`src/rtl/opamp_pkg.sv`:
```
// -----------------------------------------------------------------------------
// opamp_pkg
// Shared definitions for the op-amp sharing scheduler: data widths, channel
// count, parameter defaults, FSM state encoding and a one-hot decode helper.
// -----------------------------------------------------------------------------
package opamp_pkg;

  localparam int DATA_W            = 16;
  localparam int NUM_CH            = 4;
  localparam int CH_W              = 2;
  localparam int SETTLE_CYCLES_DEF = 4;
  localparam int SAT_THRESH_DEF    = 12000;

  typedef enum logic [1:0] {
    IDLE    = 2'd0,
    SETTLE  = 2'd1,
    CAPTURE = 2'd2,
    REPORT  = 2'd3
  } state_t;

  // Index of the set bit in a one-hot channel vector (0 when none is set).
  function automatic logic [CH_W-1:0] onehot_to_idx(input logic [NUM_CH-1:0] oh);
    logic [CH_W-1:0] idx;
    idx = '0;
    for (int i = 0; i < NUM_CH; i++) begin
      if (oh[i]) idx = CH_W'(i);
    end
    return idx;
  endfunction

endpackage

```
`src/rtl/opamp_share_sched_rr_arbiter4.sv`:
```
// -----------------------------------------------------------------------------
// rr_arbiter4
// Purely combinational 4-way round-robin arbiter. The search starts at the
// channel after 'last' and wraps, so the most recently served channel has the
// lowest priority.
//   req   in  4  request vector
//   last  in  2  index of the last granted channel
//   grant out 4  one-hot grant (zero when no request)
//   valid out 1  any request present
// -----------------------------------------------------------------------------
module rr_arbiter4
  import opamp_pkg::*;
(
  input  logic [NUM_CH-1:0] req,
  input  logic [CH_W-1:0]   last,
  output logic [NUM_CH-1:0] grant,
  output logic              valid
);

  always_comb begin
    logic [CH_W-1:0] idx;
    logic            found;
    // NOTE: every variable assigned in a combinational block gets a default
    // first; a path that leaves one unassigned would infer a latch.
    grant = '0;
    found = 1'b0;
    idx   = '0;
    for (int i = 1; i <= NUM_CH; i++) begin
      idx = last + CH_W'(i);  // 2-bit add wraps modulo 4
      if (!found && req[idx]) begin
        grant[idx] = 1'b1;
        found      = 1'b1;
      end
    end
  end

  assign valid = |req;

endmodule

```
`src/rtl/opamp_share_sched.sv`:
```
// -----------------------------------------------------------------------------
// opamp_share_sched
// Time-multiplexes one op-amp between four measurement channels. A granted
// channel's inputs are registered, driven onto the op-amp for SETTLE_CYCLES
// cycles, the op-amp output is captured, and a one-cycle done pulse reports
// the result with signed saturation flags.
//   clk        in  1   rising-edge clock
//   rst        in  1   synchronous active-high reset
//   req        in  4   per-channel request, held until done for that channel
//   ch_inv     in  64  4 x signed 16-bit inverting inputs, ch n at [16n+:16]
//   ch_noninv  in  64  4 x signed 16-bit non-inverting inputs
//   oa_out     in  16  op-amp output
//   oa_inv     out 16  drive to op-amp inverting pin (0 when not granted)
//   oa_noninv  out 16  drive to op-amp non-inverting pin (0 when not granted)
//   gnt        out 4   one-hot grant during SETTLE and CAPTURE
//   busy       out 1   high outside IDLE
//   done       out 1   completion pulse
//   done_ch    out 2   completed channel, valid with done
//   result     out 16  last captured op-amp output
//   sat_pos    out 1   result > SAT_THRESH, valid with done
//   sat_neg    out 1   result < -SAT_THRESH, valid with done
// -----------------------------------------------------------------------------
module opamp_share_sched
  import opamp_pkg::*;
#(
  parameter int SETTLE_CYCLES = SETTLE_CYCLES_DEF,
  parameter int SAT_THRESH    = SAT_THRESH_DEF
) (
  input  logic                     clk,
  input  logic                     rst,
  input  logic [NUM_CH-1:0]        req,
  input  logic [NUM_CH*DATA_W-1:0] ch_inv,
  input  logic [NUM_CH*DATA_W-1:0] ch_noninv,
  input  logic [DATA_W-1:0]        oa_out,
  output logic [DATA_W-1:0]        oa_inv,
  output logic [DATA_W-1:0]        oa_noninv,
  output logic [NUM_CH-1:0]        gnt,
  output logic                     busy,
  output logic                     done,
  output logic [CH_W-1:0]          done_ch,
  output logic [DATA_W-1:0]        result,
  output logic                     sat_pos,
  output logic                     sat_neg
);

  localparam logic [7:0]         SETTLE_LOAD = 8'(SETTLE_CYCLES);
  localparam logic signed [16:0] SAT_P       = 17'(SAT_THRESH);
  localparam logic signed [16:0] SAT_N       = -SAT_P;

  state_t                    state, state_nxt;
  logic [CH_W-1:0]           ptr;       // last granted channel
  logic [CH_W-1:0]           sel;       // channel being served
  logic [7:0]                cnt;       // remaining SETTLE cycles
  logic [DATA_W-1:0]         inv_q, noninv_q, result_q;
  logic [NUM_CH-1:0]         arb_grant;
  logic                      arb_valid;
  logic [CH_W-1:0]           grant_idx;
  logic signed [16:0]        res_ext;

  rr_arbiter4 u_arb (
    .req   (req),
    .last  (ptr),
    .grant (arb_grant),
    .valid (arb_valid)
  );

  assign grant_idx = onehot_to_idx(arb_grant);
  assign res_ext   = {result_q[DATA_W-1], result_q};
  assign result    = result_q;

  // State register.
  always_ff @(posedge clk) begin
    // NOTE: clocked state uses non-blocking assignments so every register
    // samples pre-edge values regardless of statement order.
    if (rst) state <= IDLE;
    else     state <= state_nxt;
  end

  // Datapath: grant bookkeeping, input sampling, settle timer, capture.
  always_ff @(posedge clk) begin
    if (rst) begin
      ptr      <= CH_W'(NUM_CH - 1);  // channel 0 searched first
      sel      <= '0;
      cnt      <= '0;
      inv_q    <= '0;
      noninv_q <= '0;
      result_q <= '0;
    end else begin
      case (state)
        IDLE: begin
          if (arb_valid) begin
            // Pointer moves at grant, so an aborted channel still loses its turn.
            sel      <= grant_idx;
            ptr      <= grant_idx;
            cnt      <= SETTLE_LOAD;
            inv_q    <= ch_inv[int'(grant_idx)*DATA_W +: DATA_W];
            noninv_q <= ch_noninv[int'(grant_idx)*DATA_W +: DATA_W];
          end
        end
        SETTLE: begin
          if (cnt != 8'd0) cnt <= cnt - 8'd1;
        end
        CAPTURE: begin
          if (req[sel]) result_q <= oa_out;
        end
        default: ;
      endcase
    end
  end

  // Next state and output decode.
  always_comb begin
    state_nxt = state;
    gnt       = '0;
    oa_inv    = '0;
    oa_noninv = '0;
    busy      = (state != IDLE);
    done      = 1'b0;
    done_ch   = '0;
    sat_pos   = 1'b0;
    sat_neg   = 1'b0;
    case (state)
      IDLE: begin
        if (arb_valid) state_nxt = SETTLE;
      end
      SETTLE: begin
        gnt       = NUM_CH'(1) << sel;
        oa_inv    = inv_q;
        oa_noninv = noninv_q;
        if (!req[sel])          state_nxt = IDLE;
        else if (cnt == 8'd1)   state_nxt = CAPTURE;
      end
      CAPTURE: begin
        gnt       = NUM_CH'(1) << sel;
        oa_inv    = inv_q;
        oa_noninv = noninv_q;
        state_nxt = req[sel] ? REPORT : IDLE;
      end
      REPORT: begin
        done      = 1'b1;
        done_ch   = sel;
        sat_pos   = (res_ext > SAT_P);
        sat_neg   = (res_ext < SAT_N);
        state_nxt = IDLE;
      end
      default: state_nxt = IDLE;
    endcase
  end

endmodule
```
`config.mk`:
```
export PLATFORM = sky130hd
export DESIGN_NAME = opamp_share_sched
export DESIGN_NICKNAME = d
export VERILOG_FILES = /design/src/rtl/opamp_pkg.sv /design/src/rtl/opamp_share_sched_rr_arbiter4.sv /design/src/rtl/opamp_share_sched.sv
export SDC_FILE = /design/constraint.sdc
export NUM_CORES = 1
export LEC_CHECK = 0
export BUFFER_PORTS_ARGS = -buffer_cell sky130_fd_sc_hd__buf_4
export CAP_MARGIN = 10
export CORE_AREA = 3 3 107 109
export DETAILED_ROUTE_END_ITERATION = 7
export DIE_AREA = 0 0 110 112
export GPL_TIMING_DRIVEN = 0
export MAX_ROUTING_LAYER = met4
export PLACE_DENSITY = 0.75
export RECOVER_POWER = 100
export SKIP_CTS_REPAIR_TIMING = 1
export SLEW_MARGIN = 20
export SYNTH_ARGS = -nofsm -noshare
export SYNTH_HDL_FRONTEND = slang
export SYNTH_SLANG_ARGS = --single-unit
```
`constraint.sdc`:
```
create_clock -name clk -period 3 [get_ports clk]
set_input_delay 0.45 -clock clk [delete_from_list [all_inputs] [get_ports clk]]
set_output_delay 0.45 -clock clk [all_outputs]
set_load 0.01 [all_outputs]
```
## Word-level counts from Yosys, hierarchy flattened

Cells that the tools add are included.

- Register bits: 62
- Output and inout bits: 58

- Add/subtract/negate cells: 4
- Order comparisons: 11
- Eq/ne operators: 7
- Shifts and indexed selects: 3
- Multiplexer cells: 43
- Bitwise logic cells: 3
- Reductions and logical operators: 20

Operators with widths:

| kind | count |
|---|---|
| $shiftx A64 B7 Y16 | 2 |
| $mux W16 | 2 |
| $mux W4 | 5 |
| $gt A16 B15 Y1 const B | 1 |
| $lt A16 B15 Y1 const B | 1 |
| $mux W1 | 16 |
| $mux W8 | 2 |
| $pmux W8 S2 | 1 |
| $lt A2 B3 Y1 const B | 5 |
| $mux W2 | 7 |
| $or A4 B4 Y4 | 3 |
| $bmux W1 S2 | 5 |
| $demux W1 S2 | 4 |
| $eq A8 B1 Y1 const B | 1 |
| $ge A2 B1 Y1 const B | 4 |
| $pmux W2 S4 | 1 |
| $reduce_bool A8 Y1 | 1 |
| $sub A8 B1 Y8 const B | 1 |
| $logic_and A1 B1 Y1 | 7 |
| $reduce_and A2 Y1 | 3 |
| $add A2 B2 Y2 const B | 2 |
| $eq A2 B2 Y1 const B | 2 |
| $ne A2 B2 Y1 const B | 2 |
| $reduce_bool A2 Y1 | 2 |
| other kinds (9) | 11 |

## Depth between registers and ports, before layout

- Word-level depth: 17
- Mapped depth: 11
- Depth with buffers taken out: 8

## Modules after synthesis

A second synthesis with hierarchy kept.

- Cells, all modules: 515
- Area total of the unflattened synthesis: 4033.9 um^2

By module, submodules not included:

| module | instances | cells each | area each (um^2) | sequential area each (um^2) |
|---|---|---|---|---|
| opamp_share_sched | 1 | 476 | 3668.5 | 1241.2 |
| rr_arbiter4 | 1 | 39 | 365.4 | 0.0 |

## Worst setup path after synthesis

No wires, ideal clock.

- Kind: register -> register
- Start: register ptr[0]
- End: register inv_q[11]
- Setup time: 0.088 ns
- Data arrival time: 2.612 ns
- Data required time: 2.912 ns
- Path slack: 0.300 ns
- Cell stages (with the launch flop): 10
- Path buffers: 2
- Clock period less this slack: 2.700 ns
- Path through: dfxtp_1 -> buf_6 -> inv_1 -> ha_1 -> mux4_2 -> a2111oi_4 -> o2bb2ai_4 -> buf_2 -> a211o_1 -> o32ai_2

- Word-level cells in the longest chain between the ends: 17

Ends and longest elaborated chain:

| what | RTL line | text |
|---|---|---|
| start: declaration | opamp_share_sched.sv:51 | `logic [CH_W-1:0] ptr;` |
| start signal: assignment | opamp_share_sched.sv:82 | `ptr <= CH_W'(NUM_CH - 1);` |
| start signal: assignment | opamp_share_sched.sv:94 | `ptr <= grant_idx;` |
| branches (longest 12 deep; another with $lt A2 B3 Y1) | n/a |  |
| $mux W4 * | opamp_share_sched_rr_arbiter4.sv:30 | `if (!found && req[idx]) begin` |
| $mux W1 | opamp_pkg.sv:26 | `if (oh[i]) idx = CH_W'(i);` |
| $mux W2 | opamp_pkg.sv:26 |  |
| $mux W2 * | opamp_pkg.sv:26 |  |
| $shiftx A64 B7 Y16 * | opamp_share_sched.sv:96 | `inv_q <= ch_inv[int'(grant_idx)*DATA_W +: DATA_W];` |
| end signal: assignment | opamp_share_sched.sv:96 |  |
| end: declaration | opamp_share_sched.sv:54 | `logic [DATA_W-1:0] inv_q, noninv_q, result_q;` |

Every way passes the cells marked *. The select of a mux whose other input is x is not followed.
A chain may end at the register's enable or synchronous reset.

## Worst setup path in the final report

- Start: register ptr[0]
- End: register noninv_q[10]

- Word-level cells in the longest chain between the ends: 17

Ends and longest elaborated chain:

| what | RTL line | text |
|---|---|---|
| branches (longest 12 deep; another with $lt A2 B3 Y1) | n/a |  |
| $mux W4 * | opamp_share_sched_rr_arbiter4.sv:30 |  |
| $mux W1 | opamp_pkg.sv:26 |  |
| $mux W2 | opamp_pkg.sv:26 |  |
| $mux W2 * | opamp_pkg.sv:26 |  |
| $shiftx A64 B7 Y16 * | opamp_share_sched.sv:97 | `noninv_q <= ch_noninv[int'(grant_idx)*DATA_W +: DATA_W];` |
| end signal: assignment | opamp_share_sched.sv:97 |  |
| end: declaration | opamp_share_sched.sv:54 |  |

Marked as above.

==> impl_results.md <==
* Outcome: finished, final reports clean
* Family with the most delay on the worst path: compound AO/OA/AOI/OAI gates
* Worst setup path category: flop to flop
* GRT Overall Usage at 27.1%
* Vias at 5294
* Crit path DAT at 3030 ps
* Fillcell total at 994
* Pwr Density at 892 nW/um^2
* Chip height at 112 um
* Worst hold-check path type: input port to flop
* Final worst path period need at 2820 ps
* Reg clk slew, reported paths at 90 ps
* Area of the multi-input gates at 3060 um^2
* Compound-Gate Fraction of Synth Area at 26.9%
* Async set-reset flop share out of synthesis at 0%
* R2R depth at 10
* CTS Buf Count at 9
* Fmax at 355 MHz
* Hold Path Stages at 3
* Final #Nets at 944
* Worst skew pair latency at 350 ps
* Initial core utilization at 44.1%
* Final HPWL DP at 12900 um
* Crit path buf inv count at 4
* Critical path endpoint category: flop
* Pins Over Slew Limit at 0
* Synth top area share at 26.3%
* Num rows at 38
* DP Area at 6430 um^2
* Post-Synth Adder-Cell Area at 3.71%
* Drt drc at 0
* Xor/xnor share of the synthesized area at 0.928%
* Max stage delay on crit path at 400 ps
* Worst slew pin tran at 852 ps
* Largest family of logic cells by synthesized area: simple AND/OR/NAND/NOR gates
* Gpl congestion at 0.863
* Lkg Pwr at 3.01 nW
* Initial antenna violation count at 0
* Final Hold Viols at 0
* Post-synthesis sequential area ratio at 26.3%
* CP max FO at 10
* Synthesized Nets at 728
* N_diodes at 0
* Iter 0 DRT Violations at 454
* Setup Skew at 17.7 ps
* Routed Antenna Nets at 0
* Synth area leaders: dfxtp_1 26%, o32ai_2 10%, and2_1 8.7%
* Fin util at 60.9%
* Yosys Warn Count at 0
* Routed len/inst at 18.2 um
* Largest net degree at the start of global routing at 13
* CTS tree: done
* Crit start category: flop
* Share of layout cells above drive strength 1 at 34.3%
* Via-to-Cell Ratio at 5.72
* Slowest cell on crit path: dfxtp_4
* Grt ovf at 0
* 1st-pass router iterations at 5
* Cell area after synthesis at 4720 um^2
* Die width at 110 um
* Avg Cell Area, Syn at 8.37 um^2
* Mux share of post-synthesis cell area at 6.63%
* Worst rel slew slack at 42.7%
* Max rail drop VDD at 452 uV
* Crit-path cells: buf_6, inv_1, ha_4, mux4_2, a2111oi_4, o2bb2ai_2, buf_6, buf_6, nor3_1, o32ai_2
* Number of flops mapped to enable cells by yosys at 0
* TNS Setup at 0 ps
* Die area at 12300 um^2
* Global-route wire length before repair at 25900 um
* Storage element area at 1250 um^2
* Crit-path most repeated cell: buf_6
* Final Cycle Share at 93.9%
* Synthesis-to-finish area growth at 38.1%
* Ys flop type: dfxtp_1
* Final instance area at 6520 um^2
* Clk root buf: clkbuf_8
* Simple-Gate Fraction of Synth Area at 27.2%
* CTS H-tree depth at 3
* Post-synth top area cell: dfxtp_1
* Core area at 10700 um^2
* RSZ-0062 raised after global routing: false
* Max-cap violations at 0
* FF+latch count, synth at 62
* Io pins at 208
* Number of global-route vias before repair at 5336
* WP depth at 10
* Routed wire length at 16900 um
* Count of cell types in the netlist at 51
* Clock Path Buffers at 2
* Final Setup Violations at 0
* R2R setup slack at 180 ps
* Post-Syn Instances at 564
* Clk sinks at 62
* Req. time, crit path at 3210 ps
* Port buffer count at 205
-- cells in the mapped netlist (4+ instances only) --
cell,number
nor2_1,71
nor3_2,10
a31oi_1,32
mux2i_1,20
nor3b_1,4
mux4_2,4
and2_1,66
inv_1,41
nand2_1,9
buf_6,5
clkbuf_1,19
dfxtp_1,62
nor3_1,62
a211o_1,33
ha_1,14
a21oi_1,8
o32ai_2,29
xor2_1,4
buf_2,19
-- routing by layer --
| layer | part of all wire [%] | vias up | wire length [um] | global-route usage [%] |
|---|---|---|---|---|
| met5 | 0 | - | 0 | - |
| li1 | - | 2472 | - | - |
| met2 | 48 | 256 | 8160 | 44.7 |
| met4 | 2.2 | 0 | 376 | 9.06 |
| met1 | 41 | 2527 | 6960 | 33.1 |
| met3 | 8.2 | 39 | 1380 | 4.52 |
-- worst min-delay path: stages --
cell	delay, ps
buf_4	70
mux2i_1	50
nor2_1	70
-- cell families (layout without fill, tap and decap cells) --
kind of cell	count (synthesis)	after routing
flip-flops	62	62
multiplexers	26	26
adder cells (fa/ha/maj)	14	14
AND/OR/NAND/NOR	242	242
AO/OA/AOI/OAI	129	129
XOR/XNOR	5	5
buffers and inverters	86	307
-- final cells by class --
class | instances | area share, %
plain buffers | 45 | 3.72
clock buffers | 10 | 2.11
clock inverters | 6 | 1.08
inverters | 41 | 2.36
multi-input cells | 416 | 46.9
flip-flops and latches | 62 | 19.1
well taps | 140 | 2.69
repair buffers | 205 | 22.0
-- worst paths after layout --
kind                            startpoint           end
worst min register to register      cnt[6]        cnt[6]
worst max-delay path                ptr[0]  noninv_q[10]
worst min-delay path            oa_out[15]    result[15]
worst max register to register      ptr[0]  noninv_q[10]
-- through the flow --
stage	std cells	setup WS (ps)	hold slack [ps]	power (mW)
after global placement	909	-57.9	464	4.94
after detailed placement	909	-81.3	485	5.04
after global routing	925	8.77	353	6.21
final	925	182	344	5.81
after floorplan	564	300	453	3.93
after CTS	925	-114	330	5.84
-- flip-flops by register name, summed over array words and instances (netlist names) --
| register | cells |
|---|---|
| result | 16 |
| inv_q | 16 |
| sel | 2 |
| cnt | 8 |
| ptr | 2 |
| noninv_q | 16 |
| state | 2 |
-- cells in the final DEF (no fill, tap or decap), types with 4 or more instances in the layout --
master | Yosys | final
xor2_1 | 4 | 4
nor3_1 | 62 | 62
nor3b_1 | 4 | 4
buf_6 | 5 | 5
a31oi_1 | 32 | 32
o32ai_2 | 29 | 25
dfxtp_1 | 62 | 60
mux4_2 | 4 | 4
clkbuf_8 | 0 | 10
nor3_2 | 10 | 10
and2_1 | 66 | 36
o32ai_1 | 3 | 7
a211o_1 | 33 | 33
ha_1 | 14 | 13
buf_2 | 19 | 15
nor2_1 | 71 | 71
clkbuf_1 | 19 | 48
and2_0 | 0 | 30
mux2i_1 | 20 | 20
nand2_1 | 9 | 9
inv_1 | 41 | 41
a21oi_1 | 8 | 7
buf_4 | 0 | 178
-- power by group --
part / switching [mW] / internal, mW
Combinational: 2.19 / 1.54
Clock: 0.375 / 0.411
Sequential: 0.215 / 1.08
Total: 2.78 / 3.03
(Power assumes the default switching activity.)
